[config.mk]
export PLATFORM = sky130hd
export DESIGN_NAME = rot_enc_gen
export DESIGN_NICKNAME = d
export VERILOG_FILES = /design/src/rtl/rot_enc_gen_pkg.sv /design/src/rtl/rot_enc_gen_step.sv /design/src/rtl/rot_enc_gen.sv
export SDC_FILE = /design/constraint.sdc
export NUM_CORES = 1
export LEC_CHECK = 0
export CAP_MARGIN = 20
export CORE_AREA = 2 2 148 150
export DETAILED_ROUTE_END_ITERATION = 8
export DIE_AREA = 0 0 150 152
export PLACE_DENSITY = 0.73
export SYNTH_ARGS = -nofsm -noshare
export SYNTH_HDL_FRONTEND = slang
export SYNTH_HIERARCHICAL = 1
export SYNTH_SLANG_ARGS = --single-unit
[constraint.sdc]
create_clock -name clk -period 8.9 [get_ports clk]
set_input_delay 1.78 -clock clk [delete_from_list [all_inputs] [get_ports clk]]
set_output_delay 1.78 -clock clk [all_outputs]
set_load 0.02 [all_outputs]
[src/rtl/rot_enc_gen_pkg.sv]
// Shared definitions for the quadrature encoder signal generator.
//   - register indices (addr[3:2])
//   - CTRL bit positions
//   - phase-to-{a,b} decode and a byte-strobe merge helper
package rot_enc_gen_pkg;

  localparam logic [1:0] RegCtrl   = 2'd0;
  localparam logic [1:0] RegPeriod = 2'd1;
  localparam logic [1:0] RegTarget = 2'd2;
  localparam logic [1:0] RegPos    = 2'd3;

  localparam int unsigned CtrlEnBit   = 0;
  localparam int unsigned CtrlClrBit  = 1;
  localparam int unsigned CtrlBusyBit = 8;
  localparam int unsigned CtrlDoneBit = 9;

  // Gray-coded quadrature phase: A leads B when the phase counts up.
  function automatic logic [1:0] phase_to_ab(input logic [1:0] phase);
    logic [1:0] ab;
    unique case (phase)
      2'd0:    ab = 2'b00;
      2'd1:    ab = 2'b10;
      2'd2:    ab = 2'b11;
      default: ab = 2'b01;
    endcase
    return ab;
  endfunction

  function automatic logic [31:0] merge_bytes(input logic [31:0] old_val,
                                              input logic [31:0] new_val,
                                              input logic [3:0]  strb);
    logic [31:0] res;
    res = old_val;
    for (int i = 0; i < 4; i++) begin
      if (strb[i]) res[8*i +: 8] = new_val[8*i +: 8];
    end
    return res;
  endfunction

endpackage

[src/rtl/rot_enc_gen_step.sv]
// Step engine: period timer, signed position counter, index counter and the
// registered a/b/z outputs.
//   clk_i, rst_ni    clock, async active-low reset
//   en_i             stepping enabled
//   clr_i            one-cycle clear of POS/IDX/timer (overrides a due step)
//   period_i         clocks per step (0 behaves as 1)
//   target_i         signed target position
//   pos_o            current position
//   busy_o           en && pos != target
//   step_hit_o       a step is taken this cycle and lands on the target
//   a_o, b_o, z_o    quadrature and index outputs
module rot_enc_gen_step
  import rot_enc_gen_pkg::*;
#(
  parameter int unsigned PPR   = 1024,
  parameter int unsigned DIV_W = 16
) (
  input  logic             clk_i,
  input  logic             rst_ni,
  input  logic             en_i,
  input  logic             clr_i,
  input  logic [DIV_W-1:0] period_i,
  input  logic [31:0]      target_i,
  output logic [31:0]      pos_o,
  output logic             busy_o,
  output logic             step_hit_o,
  output logic             a_o,
  output logic             b_o,
  output logic             z_o
);

  localparam int unsigned IdxMax = 4 * PPR;
  localparam int unsigned IdxW   = (IdxMax > 1) ? $clog2(IdxMax) : 1;
  localparam logic [IdxW-1:0] IdxLast = IdxW'(IdxMax - 1);
  localparam logic [IdxW-1:0] IdxOne  = IdxW'(1);

  logic [DIV_W-1:0] timer_q, timer_d;
  logic [31:0]      pos_q, pos_d;
  logic [IdxW-1:0]  idx_q, idx_d;
  logic [1:0]       ab_q, ab_d;
  logic             z_q, z_d;

  logic [DIV_W:0]   timer_inc;
  logic [DIV_W-1:0] eff_period;
  logic             step_up;
  logic             step;

  assign busy_o = en_i && (pos_q != target_i);

  always_comb begin
    timer_d    = timer_q;
    pos_d      = pos_q;
    idx_d      = idx_q;
    step       = 1'b0;
    step_up    = $signed(target_i) > $signed(pos_q);
    eff_period = (period_i == '0) ? {{(DIV_W-1){1'b0}}, 1'b1} : period_i;
    timer_inc  = {1'b0, timer_q} + {{DIV_W{1'b0}}, 1'b1};

    if (clr_i) begin
      timer_d = '0;
      pos_d   = '0;
      idx_d   = '0;
    end else if (!busy_o) begin
      // Idle or disabled: a later enable/target starts a fresh full period.
      timer_d = '0;
    end else if (timer_inc >= {1'b0, eff_period}) begin
      // >= so that shrinking PERIOD mid-count steps at once instead of wrapping.
      step    = 1'b1;
      timer_d = '0;
      if (step_up) begin
        pos_d = pos_q + 32'd1;
        idx_d = (idx_q == IdxLast) ? '0 : idx_q + IdxOne;
      end else begin
        pos_d = pos_q - 32'd1;
        idx_d = (idx_q == '0) ? IdxLast : idx_q - IdxOne;
      end
    end else begin
      timer_d = timer_inc[DIV_W-1:0];
    end

    step_hit_o = step && (pos_d == target_i);
    ab_d       = phase_to_ab(pos_d[1:0]);
    z_d        = (idx_d == '0);
  end

  always_ff @(posedge clk_i or negedge rst_ni) begin
    if (!rst_ni) begin
      timer_q <= '0;
      pos_q   <= '0;
      idx_q   <= '0;
      ab_q    <= 2'b00;
      z_q     <= 1'b1;
    end else begin
      timer_q <= timer_d;
      pos_q   <= pos_d;
      idx_q   <= idx_d;
      ab_q    <= ab_d;
      z_q     <= z_d;
    end
  end

  assign pos_o = pos_q;
  assign a_o   = ab_q[1];
  assign b_o   = ab_q[0];
  assign z_o   = z_q;

endmodule

[src/rtl/rot_enc_gen.sv]
// Memory-mapped quadrature encoder generator (bus decode + register file).
// Walks an internal position toward a programmed signed target, one quadrature
// step every PERIOD clocks, driving a/b/z like an incremental encoder.
//   clk, resetn        clock, async active-low reset
//   valid/ready        bus request / one-cycle acknowledge
//   wstrb, addr, wdata byte strobes (0 = read), address (addr[3:2]), write data
//   rdata              read data, valid while ready=1
//   a, b, z            quadrature and index outputs
//   irq                done interrupt, only when ROT_ENC_GEN_IRQ_EN is defined
// Registers: 0 CTRL, 1 PERIOD, 2 TARGET, 3 POS (read-only).
module rot_enc_gen
  import rot_enc_gen_pkg::*;
#(
  parameter int unsigned PPR   = 1024,
  parameter int unsigned DIV_W = 16
) (
  input  logic        clk,
  input  logic        resetn,
  input  logic        valid,
  output logic        ready,
  input  logic [3:0]  wstrb,
  input  logic [31:0] addr,
  input  logic [31:0] wdata,
  output logic [31:0] rdata,
  output logic        a,
  output logic        b,
  output logic        z
`ifdef ROT_ENC_GEN_IRQ_EN
  ,
  output logic        irq
`endif
);

  logic             ready_q, ready_d;
  logic [31:0]      rdata_q, rdata_d;
  logic             en_q, en_d;
  logic [DIV_W-1:0] period_q, period_d;
  logic [31:0]      target_q, target_d;
  logic             done_q, done_d;

  logic        access;
  logic        clr;
  logic        done_clr;
  logic [31:0] period_wr;
  logic [31:0] ctrl_rd;
  logic [31:0] pos;
  logic        busy;
  logic        step_hit;

  // Accept only when no acknowledge is outstanding: at most one access per 2 cycles.
  assign access = valid && !ready_q;

  always_comb begin
    ready_d   = access;
    rdata_d   = '0;
    en_d      = en_q;
    period_d  = period_q;
    target_d  = target_q;
    clr       = 1'b0;
    done_clr  = 1'b0;
    period_wr = merge_bytes(32'(period_q), wdata, wstrb);

    ctrl_rd              = '0;
    ctrl_rd[CtrlEnBit]   = en_q;
    ctrl_rd[CtrlBusyBit] = busy;
    ctrl_rd[CtrlDoneBit] = done_q;

    if (access) begin
      if (wstrb == 4'b0000) begin
        unique case (addr[3:2])
          RegCtrl:   rdata_d = ctrl_rd;
          RegPeriod: rdata_d = 32'(period_q);
          RegTarget: rdata_d = target_q;
          default:   rdata_d = pos;
        endcase
      end else begin
        unique case (addr[3:2])
          RegCtrl: begin
            if (wstrb[0]) begin
              en_d = wdata[CtrlEnBit];
              clr  = wdata[CtrlClrBit];
            end
            if (wstrb[1]) done_clr = wdata[CtrlDoneBit];
          end
          RegPeriod: period_d = period_wr[DIV_W-1:0];
          RegTarget: target_d = merge_bytes(target_q, wdata, wstrb);
          default: ;
        endcase
      end
    end

`ifdef ROT_ENC_GEN_IRQ_EN
    // Set wins over a coincident clear.
    done_d = done_q;
    if (done_clr) done_d = 1'b0;
    if (step_hit) done_d = 1'b1;
`else
    done_d = 1'b0;
`endif
  end

  always_ff @(posedge clk or negedge resetn) begin
    if (!resetn) begin
      ready_q  <= 1'b0;
      rdata_q  <= '0;
      en_q     <= 1'b0;
      period_q <= {{(DIV_W-1){1'b0}}, 1'b1};
      target_q <= '0;
      done_q   <= 1'b0;
    end else begin
      ready_q  <= ready_d;
      rdata_q  <= rdata_d;
      en_q     <= en_d;
      period_q <= period_d;
      target_q <= target_d;
      done_q   <= done_d;
    end
  end

  assign ready = ready_q;
  assign rdata = rdata_q;

`ifdef ROT_ENC_GEN_IRQ_EN
  assign irq = done_q;
  logic unused_bits;
  assign unused_bits = ^{addr[31:4], addr[1:0], period_wr};
`else
  logic unused_bits;
  assign unused_bits = ^{addr[31:4], addr[1:0], period_wr, step_hit, done_clr};
`endif

  rot_enc_gen_step #(
    .PPR  (PPR),
    .DIV_W(DIV_W)
  ) u_step (
    .clk_i     (clk),
    .rst_ni    (resetn),
    .en_i      (en_q),
    .clr_i     (clr),
    .period_i  (period_q),
    .target_i  (target_q),
    .pos_o     (pos),
    .busy_o    (busy),
    .step_hit_o(step_hit),
    .a_o       (a),
    .b_o       (b),
    .z_o       (z)
  );

endmodule

After elaboration in Yosys (flattened, before gate mapping)
Cells that the tools add are included.
{ "word_totals": {"latchBits": 0, "ramBits": 0, "elab_cells": 70, "register_bits": 145, "mem_count": 0, "in_bits": 71, "mem_bits_ro": 0} }
{ "op_classes": {"n_reduce_logical": 19, "magnitude_cmp": 2, "n_eq_ne": 6, "bitwise": 1, "shifts": 0, "n_mux": 22, "n_mul": 0, "n_div": 0, "n_addsub": 5} }
{ "op_table": {"columns": ["op", "count"], "rows": [
  ["32-bit two-way mux", 6],
  ["32-bit one-hot mux with 3 select lines", 1],
  ["12-bit two-way mux", 6],
  ["16-bit two-way mux", 4],
  ["32-bit by 1-bit adder with 32-bit output (second input constant)", 1],
  ["32-bit greater-than comparator", 1],
  ["32-bit != test", 1],
  ["32-bit by 1-bit subtractor with 32-bit output (second input constant)", 1],
  ["4-bit AND reduction", 7],
  ["12-bit zero test", 2],
  ["16-bit by 1-bit adder with 17-bit output (second input constant)", 1],
  ["17-bit by 16-bit greater-or-equal comparator with 1-bit output", 1],
  ["16-bit zero test", 1],
  ["12-bit by 1-bit adder with 12-bit output (second input constant)", 1],
  ["12-bit == test (second input constant)", 1],
  ["12-bit by 1-bit subtractor with 12-bit output (second input constant)", 1],
  ["2-bit one-hot mux with 3 select lines", 1],
  ["2-bit by 1-bit == test with 1-bit output (second input constant)", 2],
  ["2-bit == test (second input constant)", 2],
  ["2-bit zero test", 2],
  ["4-bit zero test", 1],
  ["1-bit two-way mux", 4],
  ["2-bit nonzero test", 2],
  ["1-bit logical AND", 2],
  ["other kinds (3)", 3]
]} }

Depth between registers and ports, before layout
Gate-level depths: netlist of run 1.
{ "logic_depth": {"depth_word": 8, "depth_mapped": 21, "depth_no_buf": 20} }

Modules after synthesis
Netlist of run 1, hierarchy kept.
{ "modules_own_cells": {"columns": ["mod", "seq_area_each_um2", "instances", "cells_each", "area_each_um2"], "rows": [
  ["rot_enc_gen_step", 1577.8, 1, 875, 6921.6],
  ["rot_enc_gen", 2053.2, 1, 234, 3553.4]
]} }

Least setup slack after synthesis of run 1
OpenSTA, ideal clock, no wires.
{ "synth_timing": {"kind": "register to register", "from": "register u_step.pos_q[1] (netlist: u_step/pos_o[1])", "to": "register u_step.pos_q[31] (netlist: u_step/pos_o[31])", "t_required_ns": 8.748, "path_stages_with_launch": 20, "synth_period_minus_slack_ns": 4.859, "path_slack_ns": 4.041, "arrival_ns": 4.707, "cell_sequence": "dfrtp_1 > inv_1 > ha_1 > nor2b_1 > o211ai_1 > a21oi_1 > o311ai_1 > nand4_1 > mux2i_2 > inv_2 > ha_1 > and3_1 > a221o_1 > a21oi_1 > o21ai_1 > a41o_1 > a21bo_2 > o41ai_1 > o21bai_1 > nand4_1"} }
{ "synth_via": {"elab_chain_len": 5} }
{ "synth_rtl": {"columns": ["element", "line_no", "source"], "rows": [
  ["from (decl)", "rot_enc_gen_step.sv:38", "logic [31:0] pos_q, pos_d;"],
  ["from (signal assigned)", "rot_enc_gen_step.sv:95", "pos_q <= pos_d;"],
  ["32-bit by 1-bit subtractor with 32-bit output (tied with other cells)", "rot_enc_gen_step.sv:74", "pos_d = pos_q - 32'd1;"],
  ["32-bit two-way mux *", "rot_enc_gen_step.sv:70", "if (step_up) begin"],
  ["32-bit two-way mux *", "rot_enc_gen_step.sv:66", "end else if (timer_inc >= {1'b0, eff_period}) begin"],
  ["32-bit two-way mux *", "rot_enc_gen_step.sv:63", "end else if (!busy_o) begin"],
  ["32-bit two-way mux *", "rot_enc_gen_step.sv:59", "if (clr_i) begin"],
  ["via u_step.pos_d[31]", "rot_enc_gen_step.sv:38", null]
]} }
The timed path passes the listed nets; every way through them passes the cells marked *. The select of a mux whose other input is x is not followed.
A chain may end at the register's enable or synchronous reset.

Final worst setup path of run 1
{ "layout_timing": {"from": "register u_step.pos_q[31] (netlist: u_step/pos_o[31])", "to": "register u_step.pos_q[31] (netlist: u_step/pos_o[31])"} }
Same word-level chain as after synthesis.

==> results.json, run 1 <==
{
  "hold_violations": 0,
  "rrSetupSlack_ns": 2.72,
  "wl_per_cell_um": 16.9,
  "syn-instance-count": 1019,
  "tightest_slew_ns": 0.889,
  "leakagePower_nw": 5.09,
  "start_kind": "flop",
  "boundaryPins": 107,
  "drtIter0Drc": 564,
  "clock-skew-final_ns": 0.00730,
  "period_minus_slack_ns": 6.18,
  "power_density_nw_per_um2": 341,
  "start_util": 0.461,
  "rows": 54,
  "antenna_left": 0,
  "ctsHtreeMaxLevel": 4,
  "wl_um": 23100,
  "rsz0062_at_grt": "false",
  "min_to": "target_q[30]",
  "grt_use_total": 0.210,
  "setup_viol": 0,
  "grt_pass1_wl_um": 39000,
  "min_from": "target_q[30]",
  "path_cells": "inv_1 -> ha_1 -> nand4_1 -> nor4_2 -> o21ai_0 -> nand4_1 -> mux2i_2 -> buf_4 -> inv_2 -> ha_1 -> and3_1 -> and3_1 -> a211oi_2 -> o21ai_1 -> a41o_1 -> a21bo_2 -> o41ai_1 -> o21bai_1 -> nand4_1",
  "cap_violations": 0,
  "worst_r2r_path_depth": 19,
  "max-slew-margin-rel": 0.407,
  "clk_pin_slew_ns": 0.06,
  "crit_fanout": 46,
  "clk-insertion-delay-late_ns": 0.43,
  "worst-setup-path-type": "flop to flop",
  "core_um2": 21400,
  "synth_area_um2": 9850,
  "holdPathStages": 1,
  "synth_fp_nets": 1182,
  "final_common_cell": "dfrtp_1",
  "end_kind": "flop",
  "syn_avg_cell_area_um2": 9.67,
  "most-common-layout-cells": "dfrtp_1, ha_1, nor2_1",
  "hold_ws_ns": 0.536,
  "drv_slew": 0,
  "cts_resized": 0,
  "timing.rr.end": "u_step/pos_o[31]",
  "path_common_cell": "nand4_1",
  "status": "finished, final reports clean",
  "clk_path_buf_depth": 2,
  "vias": 7811,
  "regToRegStartpoint": "u_step/pos_o[31]",
  "cts_root_buffer": "clkbuf_16",
  "hpwlAfterDp_um": 16400,
  "vdd_ir_drop_max_v": 0.000183,
  "crit_path_max_incr_delay_ns": 0.52,
  "fin_total_pwr_mw": 3.87,
  "drc_errors": 0,
  "dpl_cell_area_um2": 10800,
  "antenna_found_initial": 0,
  "clock-sinks": 145,
  "synth_warnings": 6,
  "antennaDiodeCount": 0,
  "drt-pass1-iter-count": 7,
  "cts_setup_buffers": 0,
  "fp.dieH_um": 152,
  "fin_nets": 1241,
  "grt_pass1_vias": 7833,
  "drt-vias-per-instance": 5.70,
  "cp.required_ns": 9.20,
  "fillers": 1913,
  "arrival_ns": 6.48,
  "syn2layout_area_growth_pct": 15.3,
  "critPathSlowestCell": "ha_1",
  "drive_gt1_frac": 0.134,
  "final_util": 0.532,
  "cts_tree": "yes",
  "setup_tns_ns": 0,
  "die-area_um2": 22800,
  "grt_max_degree": 81,
  "clock.fmax_mhz": 162,
  "cts_buffers": 17,
  "hold_buffers": 0,
  "die_w_um": 150,
  "period_share": 0.695,
  "final_cell_area_um2": 11400,
  "grt_overflow": 0,
  "hold_path.class": "flop to flop",
  "port_buffers": 76,
  "gp_congestion": 0.909
}
-- sequential cells by signal, indices dropped and copies added (netlist names) --
register,count
u_step/idx_q,12
u_step/z_o,1
rdata,32
u_step/timer_q,16
ready,1
u_step/ab_q,2
u_step/pos_o,32
target_q,32
period_q,16
en_q,1
-- area by class of cell --
type / instances / area [um2] / share of cell area
flip-flops and latches: 145 / 3630 / 0.320
repair buffers: 83 / 810 / 0.0713
inverters: 69 / 259 / 0.0228
multi-input cells: 762 / 5720 / 0.503
well taps: 280 / 350 / 0.0308
clock inverters: 14 / 153 / 0.0134
clock buffers: 18 / 439 / 0.0387
-- metrics by stage --
step                cells  worst slack [ns]
global route         1371              2.35
finish               1371              2.72
CTS                  1371              2.84
global placement     1339              2.97
detailed placement   1339              2.88
floorplan            1019              4.14
-- worst max-delay path: cells and delay by family, from the launching register on --
kind | cells | cell delay, ns
simple gates | 6 | 1.51
flops | 1 | 0.44
compound gates | 7 | 2.09
buf+inv | 3 | 0.80
mux | 1 | 0.23
fa+ha+maj | 2 | 0.97
-- how the worst max path moves through the flow --
stage	start	endpoint	slack [ns]	cells past startpoint
6_report	u_step/pos_o[31]	u_step/pos_o[31]	2.72	19
5_1_grt	u_step/pos_o[31]	u_step/pos_o[31]	2.35	19
4_1_cts	u_step/pos_o[31]	u_step/pos_o[31]	2.84	19
3_5_place_dp	u_step/pos_o[31]	u_step/pos_o[31]	2.88	19
3_3_place_gp	u_step/pos_o[31]	u_step/pos_o[31]	2.97	19
2_1_floorplan	u_step/pos_o[1]	u_step/pos_o[31]	4.14	19
-- routing by layer --
layer	wire, um	global-route usage
met5	0	0
met4	299	0.0517
met3	988	0.0333
met2	11100	0.345
met1	10700	0.291
-- report_power, final --
part / total [mW] / internal [mW] / leakage (nW) / switching, mW
registers: 0.998 / 0.810 / 1.86 / 0.188
clock network: 0.720 / 0.424 / 0.285 / 0.296
logic: 2.16 / 0.908 / 2.94 / 1.25
No activity file was read; power rests on OpenSTA's default activity.
==> run 2: changes to the inputs <==
--- a/config.mk
+++ b/config.mk
@@ -9,7 +9,7 @@
 export CORE_AREA = 2 2 148 150
 export DETAILED_ROUTE_END_ITERATION = 8
 export DIE_AREA = 0 0 150 152
-export PLACE_DENSITY = 0.73
+export PLACE_DENSITY = 0.76
 export SYNTH_ARGS = -nofsm -noshare
 export SYNTH_HDL_FRONTEND = slang
 export SYNTH_HIERARCHICAL = 1
==> constraint.sdc (replaced) <==
create_clock -name clk -period 5.4 [get_ports clk]
set_input_delay 1.08 -clock clk [delete_from_list [all_inputs] [get_ports clk]]
set_output_delay 1.08 -clock clk [all_outputs]
set_load 0.02 [all_outputs]
==> run 2 against run 1 <==
Effect of this change: sequential share of layout area decreased by 0.13 points; largest power group unchanged; clock skew is 0.0043 ns higher; final cell count rose by 0.58%; wire length up 3.7%; clock-buffer cell count is 3 higher; largest cell class unchanged; sequential power is 65% higher; core utilization increased by 0.21 points; worst setup slack lost 2.4 ns; combinational power increased by 70%; critical path depth grew 1; flip-flop and latch count did not move; non-clock buffer count rose by 9.
==> results.json, run 2 (synthesized netlist as in run 1, its figures left out) <==
{
  "path_common_cell": "a21oi_1",
  "hold_buffers": 0,
  "grt_use_total": 0.216,
  "arrival_ns": 5.39,
  "start_kind": "flop",
  "ctsHtreeMaxLevel": 4,
  "die-area_um2": 22800,
  "drive_gt1_frac": 0.139,
  "clock-sinks": 145,
  "clock-skew-final_ns": 0.0116,
  "cp.required_ns": 5.75,
  "period_minus_slack_ns": 5.04,
  "setup_tns_ns": 0,
  "cts_root_buffer": "clkbuf_16",
  "end_kind": "flop",
  "fin_nets": 1250,
  "cts_tree": "yes",
  "crit_fanout": 22,
  "antenna_left": 0,
  "drv_slew": 0,
  "max-slew-margin-rel": 0.353,
  "clk-insertion-delay-late_ns": 0.43,
  "boundaryPins": 107,
  "start_util": 0.461,
  "gp_congestion": 0.914,
  "period_share": 0.933,
  "drt-pass1-iter-count": 7,
  "drt-vias-per-instance": 5.76,
  "antennaDiodeCount": 0,
  "most-common-layout-cells": "dfrtp_1, ha_1, nor2_1",
  "grt_pass1_vias": 7928,
  "wl_per_cell_um": 17.4,
  "vdd_ir_drop_max_v": 0.000276,
  "port_buffers": 76,
  "rows": 54,
  "grt_max_degree": 105,
  "die_w_um": 150,
  "cp_top_family": "compound AO/OA/AOI/OAI gates",
  "rsz0062_at_grt": "false",
  "hold_ws_ns": 0.537,
  "tightest_slew_ns": 0.970,
  "final_common_cell": "dfrtp_1",
  "core_um2": 21400,
  "clk_path_buf_depth": 2,
  "grt_pass1_wl_um": 40000,
  "hpwlAfterDp_um": 16900,
  "drc_errors": 0,
  "clk_pin_slew_ns": 0.07,
  "leakagePower_nw": 5.13,
  "hold_path.class": "flop to flop",
  "drtIter0Drc": 636,
  "crit_buf_inv": 3,
  "vias": 7941,
  "clock.fmax_mhz": 199,
  "crit_path_max_incr_delay_ns": 0.44,
  "setup_viol": 0,
  "path_cells": "inv_1 -> ha_1 -> nor2b_1 -> o211ai_1 -> a21oi_1 -> o311ai_1 -> nand4_1 -> mux2i_2 -> inv_2 -> buf_4 -> ha_1 -> a21oi_1 -> o21ai_1 -> a311oi_1 -> a311oi_2 -> a21oi_1 -> o21ai_0 -> xor2_1 -> nand2_1 -> a21oi_1",
  "hold_violations": 0,
  "status": "finished, final reports clean",
  "cap_violations": 0,
  "power_density_nw_per_um2": 567,
  "fp.dieH_um": 152,
  "antenna_found_initial": 0,
  "worst-setup-path-type": "flop to flop",
  "grt_overflow": 0,
  "critPathSlowestCell": "dfrtp_1",
  "syn2layout_area_growth_pct": 15.7,
  "cts_buffers": 17,
  "wl_um": 24000
}
run 2: cell types whose count changed in the layout (fill, tap and decap cells not counted), sizes merged:
cell,change
buf,+9
clkinvlp,-1
clkbuf,+3
clkinv,-2
bufinv,-1
run 2: where the power goes:
part / switching [mW] / total (mW) / leakage [nW] / internal [mW]
logic: 2.11 / 3.67 / 2.99 / 1.57
clock network: 0.477 / 1.14 / 0.272 / 0.662
registers: 0.314 / 1.65 / 1.86 / 1.34
total: 2.90 / 6.46 / 5.13 / 3.57
run 2: final timing paths:
kind / from / to / slack [ns] / cells after the start
max in group asynchronous: resetn / u_step/pos_o[9] / 3.55 / 2
worst min-delay path: target_q[24] / target_q[24] / 0.54 / 1
min in group asynchronous: resetn / rdata[22] / 0.75 / 1
worst max-delay path: u_step/pos_o[1] / u_step/pos_o[28] / 0.36 / 20
worst max register to register: u_step/pos_o[1] / u_step/pos_o[28] / 0.36 / 20
worst min register to register: target_q[24] / target_q[24] / 0.54 / 1
run 2: repair_timing:
item	in CTS	in global routing
setup endpoints to repair	0	1
buffers inserted	0	0
gates resized for setup	0	1
run 2: layer usage:
layer,track usage,part of all wire,vias to the layer above
met5,0,0,-
met4,0.0728,0.022,0
met3,0.0378,0.043,42
met2,0.346,0.47,215
met1,0.297,0.46,3871
li1,-,-,3813
run 2: stage by stage:
stage | area (um2) | setup WS, ns | std cells | total power [mW] | utilization
2_1_floorplan | 9850 | 0.636 | 1019 | 4.35 | -
3_3_place_gp | 10800 | 0.442 | 1348 | 5.15 | 0.508
3_5_place_dp | 10800 | 0.353 | 1348 | 5.22 | 0.508
4_1_cts | 11400 | 0.296 | 1379 | 6.42 | 0.534
5_1_grt | 11400 | 0.0846 | 1379 | 6.99 | 0.534
6_report | 11400 | 0.363 | 1379 | 6.46 | 0.534
run 2: worst register-to-register path, delay by kind of cell (launching register included):
family / cells / cell delay (ns)
DFF: 1 / 0.44
buffers and inverters: 3 / 0.74
and+or+nand+nor: 3 / 0.46
adders and majority gates: 2 / 0.66
xor gates and xnor gates: 1 / 0.15
AOI/OAI and AO/OA: 10 / 2.26
muxes: 1 / 0.23
run 2: cell type report:
type / count / area, um2
inverters: 69 / 259
multi-input cells: 762 / 5730
flip-flops and latches: 145 / 3630
well taps: 280 / 350
clock inverters: 10 / 101
fillers: 1929 / 9950
repair buffers: 92 / 877
clock buffers: 21 / 460
